**config.mk**
```make
export PLATFORM = sky130hd
export DESIGN_NAME = drive_cmd_slew
export DESIGN_NICKNAME = d
export VERILOG_FILES = /design/src/rtl/drive_cmd_slew.sv
export SDC_FILE = /design/constraint.sdc
export NUM_CORES = 1
export LEC_CHECK = 0
export ABC_CLOCK_PERIOD_IN_PS = 7700
export CORE_ASPECT_RATIO = 1.1
export CORE_MARGIN = 10
export CORE_UTILIZATION = 60
export CTS_CLUSTER_DIAMETER = 50
export DETAILED_ROUTE_END_ITERATION = 8
export PLACE_DENSITY_LB_ADDON = 0.2
export RECOVER_POWER = 100
export SLEW_MARGIN = 20
export SYNTH_ARGS = -nofsm -noshare
export SYNTH_HDL_FRONTEND = slang
export SYNTH_SLANG_ARGS = --single-unit
```
**constraint.sdc**
```tcl
create_clock -name clk -period 7.7 [get_ports clk]
set_input_delay 1.155 -clock clk [delete_from_list [all_inputs] [get_ports clk]]
set_output_delay 1.155 -clock clk [all_outputs]
set_load 0.01 [all_outputs]
```
**src/rtl/drive_cmd_slew.sv**
```systemverilog
// Speed/steer command to per-wheel slewed drive values.
// Reversal dwells at zero (brake); stop forces an e-stop state.
module drive_cmd_slew #(
  parameter int TICK_DIV  = 1000,
  parameter int STEP      = 8,
  parameter int ZERO_HOLD = 4
) (
  input  logic               clk,
  input  logic               rst,
  input  logic               cmd_vld,
  output logic               cmd_rdy,
  input  logic signed [10:0] cmd_spd,
  input  logic signed [10:0] cmd_steer,
  input  logic               stop,
  output logic signed [10:0] lft,
  output logic signed [10:0] rht,
  output logic               at_target
);

  localparam int CW = $clog2(TICK_DIV);
  localparam int DW = $clog2(ZERO_HOLD + 1);
  localparam logic signed [11:0] STEP_S = 12'(STEP);
  localparam logic signed [11:0] MAXV = 12'sd1023;
  localparam logic signed [11:0] MINV = -12'sd1023;
  localparam logic [CW-1:0] CNT_MAX = CW'(TICK_DIV - 1);
  localparam logic [DW-1:0] HOLD = DW'(ZERO_HOLD);

  typedef enum logic [1:0] {IDLE, RAMP, ESTOP} state_e;

  state_e state_q, state_d;
  logic [CW-1:0] cnt_q, cnt_d;
  logic signed [10:0] lft_q, lft_d, rht_q, rht_d;
  logic signed [10:0] lt_q, lt_d, rt_q, rt_d;
  logic [DW-1:0] ld_q, ld_d, rd_q, rd_d;
  logic at_q, at_d;
  logic acc, done;
  logic signed [11:0] sum_l, sum_r;
  logic [DW+10:0] lstep, rstep;

  function automatic logic signed [10:0] sat(
    input logic signed [11:0] v
  );
    logic signed [11:0] r;
    r = v;
    if (v > MAXV) r = MAXV;
    if (v < MINV) r = MINV;
    return r[10:0];
  endfunction

  // Returns {dwell, cur} after one tick.
  function automatic logic [DW+10:0] step_fn(
    input logic signed [10:0] cur,
    input logic signed [10:0] tgt,
    input logic [DW-1:0]      dw
  );
    logic signed [11:0] c, t, d, ad, ac, n;
    logic [DW-1:0] nd;
    c  = {cur[10], cur};
    t  = {tgt[10], tgt};
    n  = c;
    nd = dw;
    d  = t - c;
    ad = d[11] ? -d : d;
    ac = c[11] ? -c : c;
    if (dw != '0) begin
      nd = dw - 1'b1;
    end else if (c != '0 && (t == '0 || t[11] != c[11])) begin
      if (ac <= STEP_S) n = '0;
      else n = c[11] ? c + STEP_S : c - STEP_S;
      if (n == '0 && t != '0) nd = HOLD;
    end else begin
      if (ad <= STEP_S) n = t;
      else n = d[11] ? c - STEP_S : c + STEP_S;
    end
    return {nd, n[10:0]};
  endfunction

  assign cmd_rdy = ~stop & (state_q != ESTOP);
  assign acc     = cmd_vld & cmd_rdy;
  assign sum_l   = $signed({cmd_spd[10], cmd_spd})
                 + $signed({cmd_steer[10], cmd_steer});
  assign sum_r   = $signed({cmd_spd[10], cmd_spd})
                 - $signed({cmd_steer[10], cmd_steer});
  assign done    = (lft_q == lt_q) && (rht_q == rt_q)
                 && (ld_q == '0) && (rd_q == '0);
  assign lstep   = step_fn(lft_q, lt_q, ld_q);
  assign rstep   = step_fn(rht_q, rt_q, rd_q);

  always_ff @(posedge clk or posedge rst) begin
    if (rst) begin
      state_q <= IDLE;
      cnt_q   <= '0;
      lft_q   <= '0;
      rht_q   <= '0;
      lt_q    <= '0;
      rt_q    <= '0;
      ld_q    <= '0;
      rd_q    <= '0;
      at_q    <= 1'b1;
    end else begin
      state_q <= state_d;
      cnt_q   <= cnt_d;
      lft_q   <= lft_d;
      rht_q   <= rht_d;
      lt_q    <= lt_d;
      rt_q    <= rt_d;
      ld_q    <= ld_d;
      rd_q    <= rd_d;
      at_q    <= at_d;
    end
  end

  always_comb begin
    state_d = state_q;
    if (stop) begin
      state_d = ESTOP;
    end else begin
      case (state_q)
        IDLE:    if (acc) state_d = RAMP;
        RAMP:    if (!acc && done) state_d = IDLE;
        ESTOP:   state_d = IDLE;
        default: state_d = IDLE;
      endcase
    end
  end

  always_comb begin
    cnt_d = cnt_q;
    lft_d = lft_q;
    rht_d = rht_q;
    lt_d  = lt_q;
    rt_d  = rt_q;
    ld_d  = ld_q;
    rd_d  = rd_q;
    if (stop) begin
      cnt_d = '0;
      lft_d = '0;
      rht_d = '0;
      lt_d  = '0;
      rt_d  = '0;
      ld_d  = '0;
      rd_d  = '0;
    end else if (acc) begin
      lt_d  = sat(sum_l);
      rt_d  = sat(sum_r);
      cnt_d = '0;
    end else if (state_q == RAMP) begin
      if (cnt_q == CNT_MAX) begin
        cnt_d         = '0;
        {ld_d, lft_d} = lstep;
        {rd_d, rht_d} = rstep;
      end else begin
        cnt_d = cnt_q + 1'b1;
      end
    end
    at_d = (lft_d == lt_d) && (rht_d == rt_d);
  end

  always_comb begin
    lft       = lft_q;
    rht       = rht_q;
    at_target = at_q;
  end

endmodule

```
======== After elaboration in Yosys (flattened, before gate mapping) ========
Cells that the tools add are included.
operators by class
  equal/unequal tests ..................... 12
  mux-type cells .......................... 58
  shift operators ......................... 0
  bitwise operators ....................... 3
  divide/modulo/power cells ............... 0
  multipliers ............................. 0
  magnitude comparators ................... 8
  reductions and logical operators ........ 35
  add/subtract/negate cells ............... 15
operators with widths
  kind                     count
  $mux W11                 24
  $mux W12                 12
  $le A12 B5 Y1 const B    4
  $logic_not A12 Y1        4
  $reduce_bool A12 Y1      4
  $eq A11 B11 Y1           4
  $mux W3                  14
  $mux W10                 4
  $sub A11 B11 Y12         3
  $add A11 B5 Y12 const B  2
  $gt A12 B11 Y1 const B   2
  $lt A12 B11 Y1 const B   2
  $neg A11 Y12             2
  $neg A12 Y12             2
  $sub A11 B5 Y12 const B  2
  $reduce_bool A3 Y1       7
  $add A11 B11 Y12         1
  $add A10 B1 Y10 const B  1
  $eq A10 B10 Y1 const B   1
  $reduce_and A5 Y1        2
  $logic_and A1 B1 Y1      9
  $logic_not A3 Y1         2
  $mux W2                  3
  $ne A3 B3 Y1 const B     2
  12 further kinds         18
word-level totals
  latch bits .............................. 0
  flip-flop bits (word level) ............. 63
  bits in read-only memories .............. 0
  memories kept ........................... 0
  output and inout bits ................... 24
  bits in writable memories ............... 0

======== Depth between registers and ports, before layout ========
Gate-level depths: netlist (run 1).
  depth after elaboration ................. 15
  gate-level depth with buffers ........... 20
  gate-level depth less buffers ........... 18

======== Least setup slack after synthesis (run 1) ========
Ideal clock, no wire load.
  path kind ............................... reg2reg
  start point ............................. register lft_q[6], in the netlist lft[6]
  end point ............................... register at_q, in the netlist at_target
  data required time ...................... 7.610 ns
  stages on the path, launching flop included .. 19
  slack ................................... 3.104 ns
  arrival time ............................ 4.506 ns
  clock period less this slack ............ 4.596 ns
  path through ............................ dfrtp_1 > clkbuf_1 > inv_1 > ha_1 > buf_2 > a21oi_1 > nand2_1 > o211a_1 > nor3_2 > and4bb_2 > o21a_1 > o2111a_1 > a32oi_2 > mux2_4 > a21boi_2 > xor2_1 > a21oi_1 > or4_1 > nor4_2
on the way
  longest elaborated chain between the ends .. 14
  elaborated cells between the ends (all ways) .. 25
  those cells by class .................... add/sub (5); order compare (2); eq/ne (1); mux (14); reduce/logical (3)
ends and longest elaborated chain
  item                                                       RTL line  source
  from (decl)                                                32        logic signed [10:0] lft_q, lft_d, rht_q, rht_d;
  from (signal assigned)                                     103       lft_q <= lft_d;
  branches (longest 10 deep; another with $sub A11 B11 Y12)  --
  $mux W11 (*)                                               143       end else if (acc) begin
  $mux W11 (*)                                               135       if (stop) begin
  $eq A11 B11 Y1 (*)                                         156       at_d = (lft_d == lt_d) && (rht_d == rt_d);
  $logic_and A1 B1 Y1 (*)                                    156
  via at_d                                                   35        logic at_q, at_d;
  to (signal assigned)                                       109       at_q <= at_d;
  to (decl)                                                  35
Mark *: on every way through the listed nets, which the timed path passes. The select of a mux whose other input is x is not followed.
A chain may end at the register's enable or synchronous reset.

======== Worst setup path after layout (run 1) ========
  start point ............................. input port stop
  end point ............................... register at_q, in the netlist at_target
on the way
  longest elaborated chain between the ends .. 7
  elaborated cells between the ends (all ways) .. 14
  those cells by class .................... eq/ne (2); mux (8); bitwise (3); reduce/logical (1)
ends and longest elaborated chain
  item                     RTL line  source
  from (decl)              14        input logic stop,
  $not A1 Y1               78        assign cmd_rdy = ~stop & (state_q != ESTOP);
  $and A1 B1 Y1            78
  $and A1 B1 Y1            79        assign acc = cmd_vld & cmd_rdy;
  $mux W11                 143
  $mux W11                 135
  $eq A11 B11 Y1           156
  $logic_and A1 B1 Y1 (*)  156
  via at_d                 35
Mark *: on every way through the listed nets, which the timed path passes. The rest lies on a longest branch.

==> results of run 1 <==
report_power, final:
part	internal [uW]	leakage [uW]	total [uW]	switching, uW
clock	276	0.000156	413	137
combinational	346	0.00268	850	505
sequential	360	0.000854	398	38.0
total	981	0.00369	1660	680
flip-flops by register name (all words and copies together) (netlist names):
signal     cells
rht           11
state_q        2
ld_q           3
cnt_q         10
rd_q           3
rt_q          11
lft           11
lt_q          11
at_target      1
synth_stat cells, drive strengths merged, types with 15 or more instances:
library cell   n
nor2          97
nand2         86
a21oi         78
o21ai         74
inv           66
dfrtp         62
xnor2         57
ha            56
nor3          39
nand3         35
clkbuf        33
nand4         22
a211oi        19
a31oi         19
xor2          17
and3          15
nor4          15
cell type report:
type,count,area (sq um),share of cell area
clock inverter,3,40.04,0.004631
clock buffer,13,270.3,0.03126
inverter,68,255.2,0.02952
sequential,63,1578,0.1825
multi-input combinational,864,5786,0.6692
timing repair buffer,55,520.5,0.06020
tap,157,196.4,0.02272
final timing paths:
path / depth (start not counted) / endpoint / startpoint / slack (ns)
worst min register to register: 2 / rd_q[2]$_DFFE_PP0P_ / rd_q[2]$_DFFE_PP0P_ / 0.48
worst min-delay path: 2 / rd_q[2]$_DFFE_PP0P_ / rd_q[2]$_DFFE_PP0P_ / 0.48
worst max-delay path: 12 / at_target$_DFF_PP1_ / stop / 1.89
max in group asynchronous: 3 / rht[4]$_DFF_PP0_ / rst / 3.34
min in group asynchronous: 3 / ld_q[2]$_DFFE_PP0P_ / rst / 2.52
worst max register to register: 18 / at_target$_DFF_PP1_ / lft[10]$_DFF_PP0_ / 2.33
per-layer routing:
metal / wire, um / GRT usage / vias up
met5: 0 / 0 / -
met4: 690 / 0.08808 / 0
met3: 1856 / 0.04255 / 55
met2: 10220 / 0.3940 / 387
met1: 9599 / 0.3197 / 3705
li1: - / - / 3890
stage by stage:
stage          total power (uW)  setup WS [ns]  instance area (sq um)  cells
6_report                   1661          1.892                   8646   1223
5_1_grt                    1775          1.424                   8646   1223
3_5_place_dp               1234          2.397                   8362   1207
3_3_place_gp               1224          2.524                   8362   1207
4_1_cts                    1651          2.541                   8672   1223
2_1_floorplan              1042          3.104                   7800   1038
cell families (layout without fill, tap and decap cells):
| logic type | Yosys count | in the layout | synth area share |
|---|---|---|---|
| and+or+nand+nor | 388 | 388 | 0.2522 |
| AOI/OAI and AO/OA | 317 | 317 | 0.2740 |
| buffers and inverters | 111 | 139 | 0.05454 |
| xor gates and xnor gates | 74 | 74 | 0.08309 |
| adders and majority gates | 67 | 67 | 0.1091 |
| DFF | 63 | 63 | 0.2023 |
| muxes | 18 | 18 | 0.02486 |
worst max-delay path, cell delays in order:
cell and delay (ns):
dlygate4sd3_1 0.52, clkbuf_1 1.26, a211oi_1 0.07, clkbuf_1 0.36, nor2_1 0.38, nand2_1 0.49
a21oi_1 0.30, a21boi_0 0.30, xor2_1 0.17, a21oi_1 0.10, or4_1 0.62, nor4_2 0.29
==> impl_metrics.toml, run 1 <==
[finish]
final_common_cell = "nor2_1"
fin_nets = 1147
final_util = 0.6809
diodes = 0
mostFrequentLayoutCells = "97 x nor2_1, 86 x nand2_1, 78 x a21oi_1"
n_fill_cell = 1104
syn_to_final_growth_pct = 10.84
drive_gt1_frac = 0.03565

[synthesis]
syn_nets = 1124
yosys-top-cells-area = "dfrtp_1 20%, ha_1 9.0%, xnor2_1 6.4%"
synth_top_cell_area_share = 0.1989
synth.largest_area_cell = "dfrtp_1"
synthCells = 1038
synth_edf_count = 0
synth_ff_type = "dfrtp_1"
synth-seq-area-share = 0.2023
synth.avg_cell_area_sq_um = 7.514
syn-cell-area_sq_um = 7800
synth.ff_latch_count = 63
ys_warn_count = 0
ys_types = 92
async_flop_share = 1.000

[sta]
slew_violations = 102
finalCriticalPeriod_ns = 5.808
finalHoldViolCount = 0
rsz0062_at_grt = "no"
period_share = 0.7543
timing.fmax_ghz = 0.1722
holdWs_ns = 0.4801
setup_viol = 0
finalSetupTns_ns = 0
tightestPinTransition_ns = 3.251
relSlewSlack = -1.167
skew_ns = 0.004137

[drt]
drtIter0Drc = 828
wl_um = 22360
num_vias = 8037
drc = 0
wl_per_cell_um = 18.29
avgViaCountPerCell = 6.572
ant_nets = 0
dr.pass1.iters = 7

[floorplan]
num_rows = 43
die-area_sq_um = 17970
design.core.area_sq_um = 12700
die_x_um = 128.7
start_util = 0.6143
ios = 50
die-height_um = 139.6

[clocking]
insertion_delay_ns = 0.32
cts_hold_buf = 0
cts_resized = 0
h-tree-depth = 3
ctsRootBufferMaster = "clkbuf_16"
clk_pin_slew_ns = 0.05
cts_buffers = 9
post_cts_buffers = 0
clock-sinks = 63
clk_path_buf_depth = 2
cts_tree = "done"

[global_routing]
grt_pass1_vias = 7627
grt_first_pass_wirelength_um = 37080
grtUsageTotal = 0.2447
antenna_found_initial = 0
grt_max_degree = 64
grt_overflow = 0

[critical_path]
cp-end-kind = "register"
critPathKind = "primary input to register"
cp-start-kind = "primary input"
required_ns = 7.93
critPathMaxFanout = 37
critical_path_arrival_ns = 6.04

[job]
maxCapViolations = 2

[power_and_ir_drop]
peakVddDrop_mv = 0.1931
cellLeakagePower_uw = 0.003690
p_per_area_nw_per_um2 = 192.1

[worst_hold_path]
hold_path.class = "register to register"

[outcome]
status = "finished with violations"
violations = "capacitance limit, slew limit"

[place]
port_buffers = 49
gp_congestion = 0.9737
hpwl_um = 17460
No activity file was read; power rests on OpenSTA's default activity.
==> inputs of run 2 (changes only) <==
ABC_CLOCK_PERIOD_IN_PS = 5600   (was 7700)
clock period = 5.6 ns   (was 7.7 ns; I/O delays follow)
==> run 2 against run 1 <==
Compared with the run above: the run still ends with capacitance limit, slew limit left; clock-buffer cell count unchanged; wire length grew 3.4%; clock skew up 0.0027 ns; critical path depth grew 4; critical endpoint unchanged; total power is 42% higher; first-iteration DRC count increased by 14%; non-clock buffer count is 11 higher; sequential share of layout area down 0.18 points; clock power up 49%.
==> impl_metrics.toml, run 2 (synthesized netlist as in run 1, its figures left out) <==
[finish]
drive_gt1_frac = 0.04271
final_util = 0.6875
diodes = 0
mostFrequentLayoutCells = "97 x nor2_1, 86 x nand2_1, 76 x a21oi_1"
syn_to_final_growth_pct = 11.92
fin_nets = 1158
final_common_cell = "nor2_1"

[floorplan]
die-area_sq_um = 17970
ios = 50
num_rows = 43
start_util = 0.6143
die-height_um = 139.6
design.core.area_sq_um = 12700
die_x_um = 128.7

[global_routing]
grtUsageTotal = 0.2537
antenna_found_initial = 0
grt_first_pass_wirelength_um = 38370
grt_overflow = 0
grt_max_degree = 64
grt_pass1_vias = 7810

[clocking]
clk_pin_slew_ns = 0.05
clock-sinks = 63
h-tree-depth = 3
clk_path_buf_depth = 2
insertion_delay_ns = 0.34
post_cts_buffers = 0
ctsRootBufferMaster = "clkbuf_16"
cts_tree = "done"
cts_resized = 0
cts_buffers = 9
cts_hold_buf = 0

[place]
port_buffers = 49
hpwl_um = 17550
gp_congestion = 0.9812

[drt]
avgViaCountPerCell = 6.659
wl_um = 23120
drtIter0Drc = 946
drc = 0
ant_nets = 0
num_vias = 8217
dr.pass1.iters = 7
wl_per_cell_um = 18.74

[sta]
period_share = 0.9151
slew_violations = 101
finalSetupTns_ns = 0
timing.fmax_ghz = 0.1951
tightestPinTransition_ns = 3.389
finalHoldViolCount = 0
rsz0062_at_grt = "no"
setup_viol = 0
relSlewSlack = -1.260
skew_ns = 0.006822
finalCriticalPeriod_ns = 5.124

[job]
maxCapViolations = 2

[power_and_ir_drop]
peakVddDrop_mv = 0.2651
comb_power_share = 0.506
p_per_area_nw_per_um2 = 269.9
clkPwrFrac = 0.261
switching_power_uw = 960.2
cellLeakagePower_uw = 0.003731
p_seq_frac = 0.233
swShare = 0.4075
p_int_uw = 1396

[outcome]
status = "finished with violations"
violations = "capacitance limit, slew limit"

[critical_path]
cp-start-kind = "register"
required_ns = 5.83
cp-end-kind = "register"
critPathMaxFanout = 10
critPathKind = "register to register"
critical_path_arrival_ns = 5.36

[worst_hold_path]
hold_path.class = "register to register"
==> run 2: cell count changes in the layout (fill, tap and decap cells not counted), moves of 2 or more <==
cell and change:
clkdlybuf4s50_1 +4, dlygate4sd3_1 -4, clkbuf_1 +2, a21oi_1 -2, buf_4 +10, a21oi_2 +2
==> run 2: cell type report <==
type / count / area [sq um]
Multi-Input combinational cell: 864 / 5776
Clock inverter: 3 / 65.06
Timing Repair Buffer: 66 / 599.3
Inverter: 68 / 255.2
Tap cell: 157 / 196.4
Clock buffer: 13 / 260.3
Fill cell: 1093 / 3968
Sequential cell: 63 / 1578
==> run 2: worst paths after layout <==
path,from,endpoint,slack (ns),cells past startpoint
min reg2reg,rd_q[2]$_DFFE_PP0P_,rd_q[2]$_DFFE_PP0P_,0.47,2
min,rd_q[2]$_DFFE_PP0P_,rd_q[2]$_DFFE_PP0P_,0.47,2
min in group asynchronous,rst,cnt_q[8]$_DFFE_PP0P_,2.26,3
max,lft[6]$_DFF_PP0_,at_target$_DFF_PP1_,0.48,16
max reg2reg,lft[6]$_DFF_PP0_,at_target$_DFF_PP1_,0.48,16
max in group asynchronous,rst,rt_q[2]$_DFF_PP0_,1.43,3
==> run 2: worst max-delay path, cell delays in order, from the launching register on <==
cell	delay [ns]
dfrtp_1	0.54
inv_1	0.17
ha_1	0.44
a21oi_1	0.28
nand2_1	0.14
o211a_1	0.24
nor3_2	0.27
and4bb_2	0.29
o21a_1	0.19
o2111a_1	0.23
a32oi_1	0.55
mux2_4	0.36
a21boi_2	0.17
xor2_1	0.16
a21oi_1	0.08
or4_1	0.60
nor4_1	0.31
==> run 2: per-layer routing <==
layer	up-vias	GRT usage	wire [um]
met3	82	0.03875	1751
met1	3827	0.3350	9960
met5	-	0	0
met2	404	0.4038	10570
li1	3904	-	-
met4	0	0.1001	842
==> run 2: metrics by stage <==
stage	cell area, sq um	cells	hold slack [ns]	power, uW	setup slack [ns]
finish	8730	1234	0.4731	2356	0.4757
global route	8730	1234	0.5165	2498	0.1016
CTS	8770	1234	0.4790	2345	0.7317
detailed placement	8444	1218	0.4687	1720	0.6203
global placement	8444	1218	0.4604	1700	0.6676
floorplan	7800	1038	0.4485	1433	1.004
==> run 2: power groups by stage <==
stage,Sequential [uW],Clock [uW],Combinational (uW)
detailed placement,552,0,1170
floorplan,533,0,900
global placement,550,0,1150
global route,554,637,1310
finish,548,616,1190
CTS,545,619,1180
